$ cat src/rtl/trig_decoder_if.sv
// Bundles the trigger decoder's control inputs and decoded outputs.
// The master side drives the line and settings; the slave side is the decoder.
interface trig_decoder_if #(
  parameter int PTN_W = 3,
  parameter int GAP_W = 12,
  parameter int CNT_W = 16
);
  logic             user_ena;
  logic             trig_in;
  logic [GAP_W-1:0] user_min_gap;
  logic [CNT_W-1:0] user_ntrig;
  logic [PTN_W-1:0] ptn_out;
  logic             ptn_valid;
  logic [CNT_W-1:0] trig_cnt;
  logic             gap_err;
  logic [CNT_W-1:0] err_cnt;
  logic             done;
  logic             busy;

  modport master (
    output user_ena, trig_in, user_min_gap, user_ntrig,
    input  ptn_out, ptn_valid, trig_cnt, gap_err, err_cnt, done, busy
  );

  modport slave (
    input  user_ena, trig_in, user_min_gap, user_ntrig,
    output ptn_out, ptn_valid, trig_cnt, gap_err, err_cnt, done, busy
  );
endinterface

$ cat src/rtl/trig_decoder.sv
// Serial trigger frame decoder: header '1' + PTN_W pattern bits (MSB first),
// with gap checking, saturating frame/error counters and a done level.
module trig_decoder #(
  parameter int PTN_W = 3,
  parameter int GAP_W = 12,
  parameter int CNT_W = 16
) (
  input  logic          clk,
  input  logic          rst,
  trig_decoder_if.slave bus
);
  localparam int IDX_W = (PTN_W > 1) ? $clog2(PTN_W) : 1;
  localparam logic [IDX_W-1:0] LAST_IDX = IDX_W'(PTN_W - 1);

  typedef enum logic [1:0] {S_IDLE, S_PAYLOAD, S_GAP} state_t;

  state_t           r_state, w_state_nxt;
  logic [IDX_W-1:0] r_idx, w_idx_nxt;
  logic [GAP_W-1:0] r_gap, w_gap_nxt;
  logic [PTN_W-1:0] r_shift, w_shift_nxt;
  logic [PTN_W:0]   w_shift_cat;
  logic             w_frame_done, w_gap_viol;

  logic [PTN_W-1:0] r_ptn;
  logic             r_ptn_valid;
  logic [CNT_W-1:0] r_trig_cnt;
  logic             r_gap_err;
  logic [CNT_W-1:0] r_err_cnt;
  logic             r_done;
  logic             r_busy;

  function automatic logic [CNT_W-1:0] sat_cnt(input logic [CNT_W-1:0] v);
    return (&v) ? v : v + 1'b1;
  endfunction

  function automatic logic [GAP_W-1:0] sat_gap(input logic [GAP_W-1:0] v);
    return (&v) ? v : v + 1'b1;
  endfunction

  assign w_shift_cat = {r_shift, bus.trig_in};

  always_comb begin
    w_state_nxt  = r_state;
    w_idx_nxt    = r_idx;
    w_gap_nxt    = r_gap;
    w_shift_nxt  = r_shift;
    w_frame_done = 1'b0;
    w_gap_viol   = 1'b0;
    if (!bus.user_ena) begin
      w_state_nxt = S_IDLE;
      w_idx_nxt   = '0;
      w_gap_nxt   = '0;
    end else begin
      unique case (r_state)
        S_IDLE: begin
          if (bus.trig_in) begin
            w_state_nxt = S_PAYLOAD;
            w_idx_nxt   = '0;
          end
        end
        S_PAYLOAD: begin
          w_shift_nxt = w_shift_cat[PTN_W-1:0];
          if (r_idx == LAST_IDX) begin
            w_frame_done = 1'b1;
            w_state_nxt  = S_GAP;
            w_gap_nxt    = '0;
          end else begin
            w_idx_nxt = r_idx + 1'b1;
          end
        end
        S_GAP: begin
          // A header is always accepted; it is only flagged if it came too early.
          if (bus.trig_in) begin
            w_gap_viol  = (r_gap < bus.user_min_gap);
            w_state_nxt = S_PAYLOAD;
            w_idx_nxt   = '0;
          end else if (r_gap >= bus.user_min_gap) begin
            w_state_nxt = S_IDLE;
          end else begin
            w_gap_nxt = sat_gap(r_gap);
          end
        end
        default: w_state_nxt = S_IDLE;
      endcase
    end
  end

  always_ff @(posedge clk) begin
    if (rst) begin
      r_state     <= S_IDLE;
      r_idx       <= '0;
      r_gap       <= '0;
      r_shift     <= '0;
      r_ptn       <= '0;
      r_ptn_valid <= 1'b0;
      r_trig_cnt  <= '0;
      r_gap_err   <= 1'b0;
      r_err_cnt   <= '0;
      r_done      <= 1'b0;
      r_busy      <= 1'b0;
    end else begin
      r_state     <= w_state_nxt;
      r_idx       <= w_idx_nxt;
      r_gap       <= w_gap_nxt;
      r_shift     <= w_shift_nxt;
      r_ptn_valid <= w_frame_done;
      r_gap_err   <= w_gap_viol;
      r_busy      <= (w_state_nxt == S_PAYLOAD);
      r_done      <= (bus.user_ntrig != '0) && (r_trig_cnt >= bus.user_ntrig);
      if (w_frame_done) begin
        r_ptn      <= w_shift_nxt;
        r_trig_cnt <= sat_cnt(r_trig_cnt);
      end
      if (w_gap_viol) r_err_cnt <= sat_cnt(r_err_cnt);
    end
  end

  assign bus.ptn_out   = r_ptn;
  assign bus.ptn_valid = r_ptn_valid;
  assign bus.trig_cnt  = r_trig_cnt;
  assign bus.gap_err   = r_gap_err;
  assign bus.err_cnt   = r_err_cnt;
  assign bus.done      = r_done;
  assign bus.busy      = r_busy;
endmodule

$ cat src/flat_wrapper.sv
// flat-port wrapper written by rule: the top's interface ports become plain ports
module trig_decoder_flat 
#(
  parameter int PTN_W = 3,
  parameter int GAP_W = 12,
  parameter int CNT_W = 16
)
  (clk, rst, bus_user_ena, bus_trig_in, bus_user_min_gap, bus_user_ntrig, bus_ptn_out, bus_ptn_valid, bus_trig_cnt, bus_gap_err, bus_err_cnt, bus_done, bus_busy);
  trig_decoder_if #(.PTN_W(PTN_W), .GAP_W(GAP_W), .CNT_W(CNT_W)) bus_i ();
  input  logic clk;
  input  logic rst;
  input wire logic [$bits(bus_i.user_ena)-1:0] bus_user_ena;
  input wire logic [$bits(bus_i.trig_in)-1:0] bus_trig_in;
  input wire logic [$bits(bus_i.user_min_gap)-1:0] bus_user_min_gap;
  input wire logic [$bits(bus_i.user_ntrig)-1:0] bus_user_ntrig;
  output wire logic [$bits(bus_i.ptn_out)-1:0] bus_ptn_out;
  output wire logic [$bits(bus_i.ptn_valid)-1:0] bus_ptn_valid;
  output wire logic [$bits(bus_i.trig_cnt)-1:0] bus_trig_cnt;
  output wire logic [$bits(bus_i.gap_err)-1:0] bus_gap_err;
  output wire logic [$bits(bus_i.err_cnt)-1:0] bus_err_cnt;
  output wire logic [$bits(bus_i.done)-1:0] bus_done;
  output wire logic [$bits(bus_i.busy)-1:0] bus_busy;
  assign bus_i.user_ena = bus_user_ena;
  assign bus_i.trig_in = bus_trig_in;
  assign bus_i.user_min_gap = bus_user_min_gap;
  assign bus_i.user_ntrig = bus_user_ntrig;
  assign bus_ptn_out = bus_i.ptn_out;
  assign bus_ptn_valid = bus_i.ptn_valid;
  assign bus_trig_cnt = bus_i.trig_cnt;
  assign bus_gap_err = bus_i.gap_err;
  assign bus_err_cnt = bus_i.err_cnt;
  assign bus_done = bus_i.done;
  assign bus_busy = bus_i.busy;
  trig_decoder #(.PTN_W(PTN_W), .GAP_W(GAP_W), .CNT_W(CNT_W)) u_core (.clk(clk), .rst(rst), .bus(bus_i));
endmodule
$ cat config.mk
export PLATFORM = sky130hd
export DESIGN_NAME = trig_decoder_flat
export DESIGN_NICKNAME = d
export VERILOG_FILES = /design/src/rtl/trig_decoder_if.sv /design/src/rtl/trig_decoder.sv /design/src/flat_wrapper.sv
export SDC_FILE = /design/constraint.sdc
export NUM_CORES = 1
export LEC_CHECK = 0
export ABC_AREA = 0
export BUFFER_PORTS_ARGS = -buffer_cell sky130_fd_sc_hd__buf_4
export CORE_MARGIN = 5
export CORE_UTILIZATION = 59
export DETAILED_ROUTE_END_ITERATION = 10
export PLACE_DENSITY_LB_ADDON = 0.25
export SYNTH_ARGS = -nofsm -noshare
export SYNTH_HDL_FRONTEND = slang
export SYNTH_SLANG_ARGS = --single-unit
$ cat constraint.sdc
create_clock -name clk -period 4.9 [get_ports clk]
set_input_delay 0.98 -clock clk [delete_from_list [all_inputs] [get_ports clk]]
set_output_delay 0.98 -clock clk [all_outputs]
set_load 0.1 [all_outputs]
==> results.yml <==
status:
  run_status: "complete, no violations"
yosys:
  synth-simple-area-share_pct: 27.5
  avgSynthCellArea_sq_um: 8.32
  synth_mux_area_share_pct: 2.43
  postSynthNetCount: 478
  synth_top_family_by_area: "simple AND/OR/NAND/NOR gates"
  edff_count_synth: 0
  synth_xor_xnor_area_share_pct: 3.56
  post_synth_fa_ha_maj_area_fraction_pct: 11.6
  synth_sequential_area_ratio_pct: 33.1
  yosys_warnings: 0
  synth_flop_cell: "sky130_fd_sc_hd__dfxtp_1"
  ys_types: 51
  instance_count_of_the_mapped_netlist: 414
  synth-compound-area-share_pct: 16.1
  ys_seq_elements: 57
  asyncSetResetFlopFracSynth_pct: 0
  synth.cell_area_sq_um: 3440
global_routing:
  antenna_found_initial: 0
  grtUsageTotal_pct: 23.4
  global_route.overflow_total: 0
  via_count_of_the_first_global_routing_pass: 3109
  grt_first_pass_wirelength_um: 14300
  grt_start_max_net_pins: 46
sta:
  tns_ns: 0
  min_period_ns: 3.11
  clock_skew_ns: 0.00872
  timing_worst_slew_pin_value_ns: 0.773
  timing.final.ws_setup_ns: 1.79
  rsz_0062_raised_after_global_routing: "no"
  count_of_final_setup_violators: 0
  hold_viol: 0
  max_freq_mhz: 322
  slew_headroom_pct: 48.0
  ratio_of_final_minimum_period_to_clock_period_pct: 63.4
  drv_slew: 0
setup_path:
  timing.critical_path.cells: "buf_4 > inv_1 > ha_1 > nor2b_1 > o211ai_2 > a211oi_2 > or3_1 > nor4b_1 > mux2_2"
  reg2regPathDepth: 7
  crit-reg2reg-launch: "u_core.r_gap[7]"
  end_kind: "flop"
  cp_required_ns: 5.11
  criticalPathCategory: "primary input to flop"
  worst_ep_arrival_time_ns: 3.32
  crit_path_max_fanout: 22
  max_stage_delay_ns: 0.67
  setup.worst_path.start_class: "primary input"
  worstReg2RegEnd: "u_core.bus.err_cnt[7]"
  crit_path_top_delay_cell: "sky130_fd_sc_hd__or3_1"
  setup.reg_to_reg.worst_slack_ns: 2.19
hold_path:
  whs_path_depth: 2
  timing.hold.worst_endpoint: "u_core.r_shift[1]"
  hold_path_class: "flop to flop"
  hold_start: "u_core.r_shift[1]"
route:
  initialDrtViolationCount: 201
  routed_wirelength_um: 8600
  antenna_violating_nets_post_route: 0
  drc_errors: 0
  vias_per_cell: 5.97
  vias: 3328
  routed_wire_length_per_instance_um: 15.4
  dr.pass1.iters: 4
final_layout:
  nNetsFinal: 544
  post_route_cells_drive_above_1_share_pct: 20.2
  insertedDiodeCount: 0
  postLayoutCoreUtil_pct: 75.3
  areaGrowthSynthToFinish_pct: 21.8
clock_tree:
  clk_path_buf_depth: 2
  clk_pin_slew_worst_paths_ns: 0.06
  cts.root.buffer_cell: "sky130_fd_sc_hd__clkbuf_8"
  worstSkewPairLatency_ns: 0.33
  post-cts-setup-buffers: 0
  cts.repair.resized: 0
  cts-hold-fix-buffers: 0
  cts_tree: "done"
  tritoncts.num_buffers: 9
  htreeDepth: 3
  tritoncts_num_sinks: 57
die:
  die_width_um: 86.4
  num_io_pins: 71
  initial_core_util_pct: 61.8
  y_dimension_of_the_die_um: 86.4
  core_area_sq_um: 5570
  full_die_area_sq_um: 7470
  placementRows: 27
pwr:
  power.static_leakage_nw: 1.85
  max-vdd-ir-drop_mv: 0.201
  cellPowerDensity_nw_per_um2: 236
placed_design:
  detailedPlace.worstSlack_ns: 1.45
  buffer_ports.inserted: 70
  finalWeightedCongestion: 0.942
  detailedPlacementHpwl_um: 6370
flow_run:
  maxCapViolCount: 0
cells in the mapped netlist (all sizes together) (4+ instances only):
| cell type | count | area [sq um] |
|---|---|---|
| mux2i | 5 | 50.1 |
| ha | 32 | 400 |
| or3 | 9 | 62.6 |
| nor4 | 13 | 87.6 |
| or4 | 14 | 105 |
| nand2b | 4 | 25.0 |
| inv | 33 | 124 |
| nor3 | 6 | 41.3 |
| a21o | 7 | 52.6 |
| nand3 | 22 | 115 |
| o21ai | 12 | 60.1 |
| xor2 | 9 | 78.8 |
| buf | 6 | 38.8 |
| a21oi | 37 | 185 |
| nand2 | 25 | 93.8 |
| nor2b | 6 | 37.5 |
| nor2 | 39 | 146 |
| nand4 | 18 | 128 |
| xnor2 | 5 | 43.8 |
| dfxtp | 57 | 1140 |
| clkbuf | 9 | 33.8 |
| o31ai | 14 | 105 |
critical path: cells and delay by family:
kind                     cells  cell delay [ns]
AO/OA/AOI/OAI                2             0.28
adder cells (fa/ha/maj)      1             0.29
buffers and inverters        2             0.11
multiplexers                 1             0.38
AND/OR/NAND/NOR              3             1.27
routing by layer:
metal | up-vias | global-route usage, % | wire (um)
li1 | 1656 | - | -
met1 | 1555 | 29.9 | 3730
met3 | 7 | 3.90 | 500
met5 | - | 0 | 0
met4 | 0 | 7.22 | 67
met2 | 110 | 40.1 | 4300
cell usage in the layout (no fill, tap or decap), types with 12 or more instances in the layout:
cell type,synthesis,routed
sky130_fd_sc_hd__buf_4,1,70
sky130_fd_sc_hd__dfxtp_1,57,57
sky130_fd_sc_hd__nor2_1,39,39
sky130_fd_sc_hd__a21oi_1,37,37
sky130_fd_sc_hd__inv_1,33,33
sky130_fd_sc_hd__ha_1,32,32
sky130_fd_sc_hd__nand2_1,25,25
sky130_fd_sc_hd__nand3_1,21,21
sky130_fd_sc_hd__nand4_1,17,17
sky130_fd_sc_hd__o31ai_1,14,14
sky130_fd_sc_hd__or4_1,14,14
sky130_fd_sc_hd__o21ai_0,12,12
sky130_fd_sc_hd__nor4_1,12,12
sky130_fd_sc_hd__clkbuf_8,0,12
per-stage QoR:
| stage | hold WS, ns | area (sq um) | power (W) | cells |
|---|---|---|---|---|
| after global placement | 0.446 | 3990 | 0.000534 | 541 |
| final | 0.461 | 4200 | 0.000988 | 557 |
| after CTS | 0.461 | 4200 | 0.000991 | 557 |
| after global routing | 0.482 | 4200 | 0.00102 | 557 |
| after detailed placement | 0.462 | 3990 | 0.000537 | 541 |
| after floorplan | 0.436 | 3440 | 0.000509 | 414 |
where the power goes:
group / switching, W / internal, W / total, W
Combinational: 0.0000335 / 0.0000286 / 0.0000621
Sequential: 0.000000895 / 0.000464 / 0.000465
Clock: 0.000185 / 0.000276 / 0.000461
how the worst max path moves through the flow:
stage,startpoint,to,slack [ns],cells past startpoint
after floorplan,bus_user_min_gap[1],u_core.bus.err_cnt[7],1.88,9
after global placement,bus_user_min_gap[1],u_core.bus.err_cnt[7],1.59,9
after detailed placement,bus_user_min_gap[11],u_core.bus.err_cnt[7],1.45,8
after CTS,bus_user_min_gap[11],u_core.bus.err_cnt[7],1.80,8
after global routing,bus_user_min_gap[7],u_core.bus.err_cnt[7],1.66,9
final,bus_user_min_gap[1],u_core.bus.err_cnt[7],1.79,9
state kept, by name, indices dropped and copies added, names as in the netlist:
| register | cells |
|---|---|
| u_core.bus.gap_err | 1 |
| u_core.bus.ptn_out | 3 |
| u_core.r_gap | 12 |
| u_core.bus.ptn_valid | 1 |
| u_core.bus.done | 1 |
| u_core.bus.err_cnt | 16 |
| u_core.r_idx | 2 |
| u_core.r_shift | 2 |
| u_core.r_state | 2 |
| u_core.bus.trig_cnt | 16 |
| u_core.bus.busy | 1 |
cell type report:
type	instances	area (sq um)
repair buffers	70	526
clock inverters	2	35.0
flip-flops and latches	57	1140
inverters	33	124
fillers	448	1380
well taps	72	90.1
multi-input cells	309	2110
clock buffers	14	173
kinds of logic after synthesis:
logic type               Yosys count
AO/OA/AOI/OAI                     86
XOR/XNOR                          14
buffers and inverters             48
adder cells (fa/ha/maj)           32
AND/OR/NAND/NOR                  169
multiplexers                       8
flip-flops                        57
No activity file was read; power rests on OpenSTA's default activity.
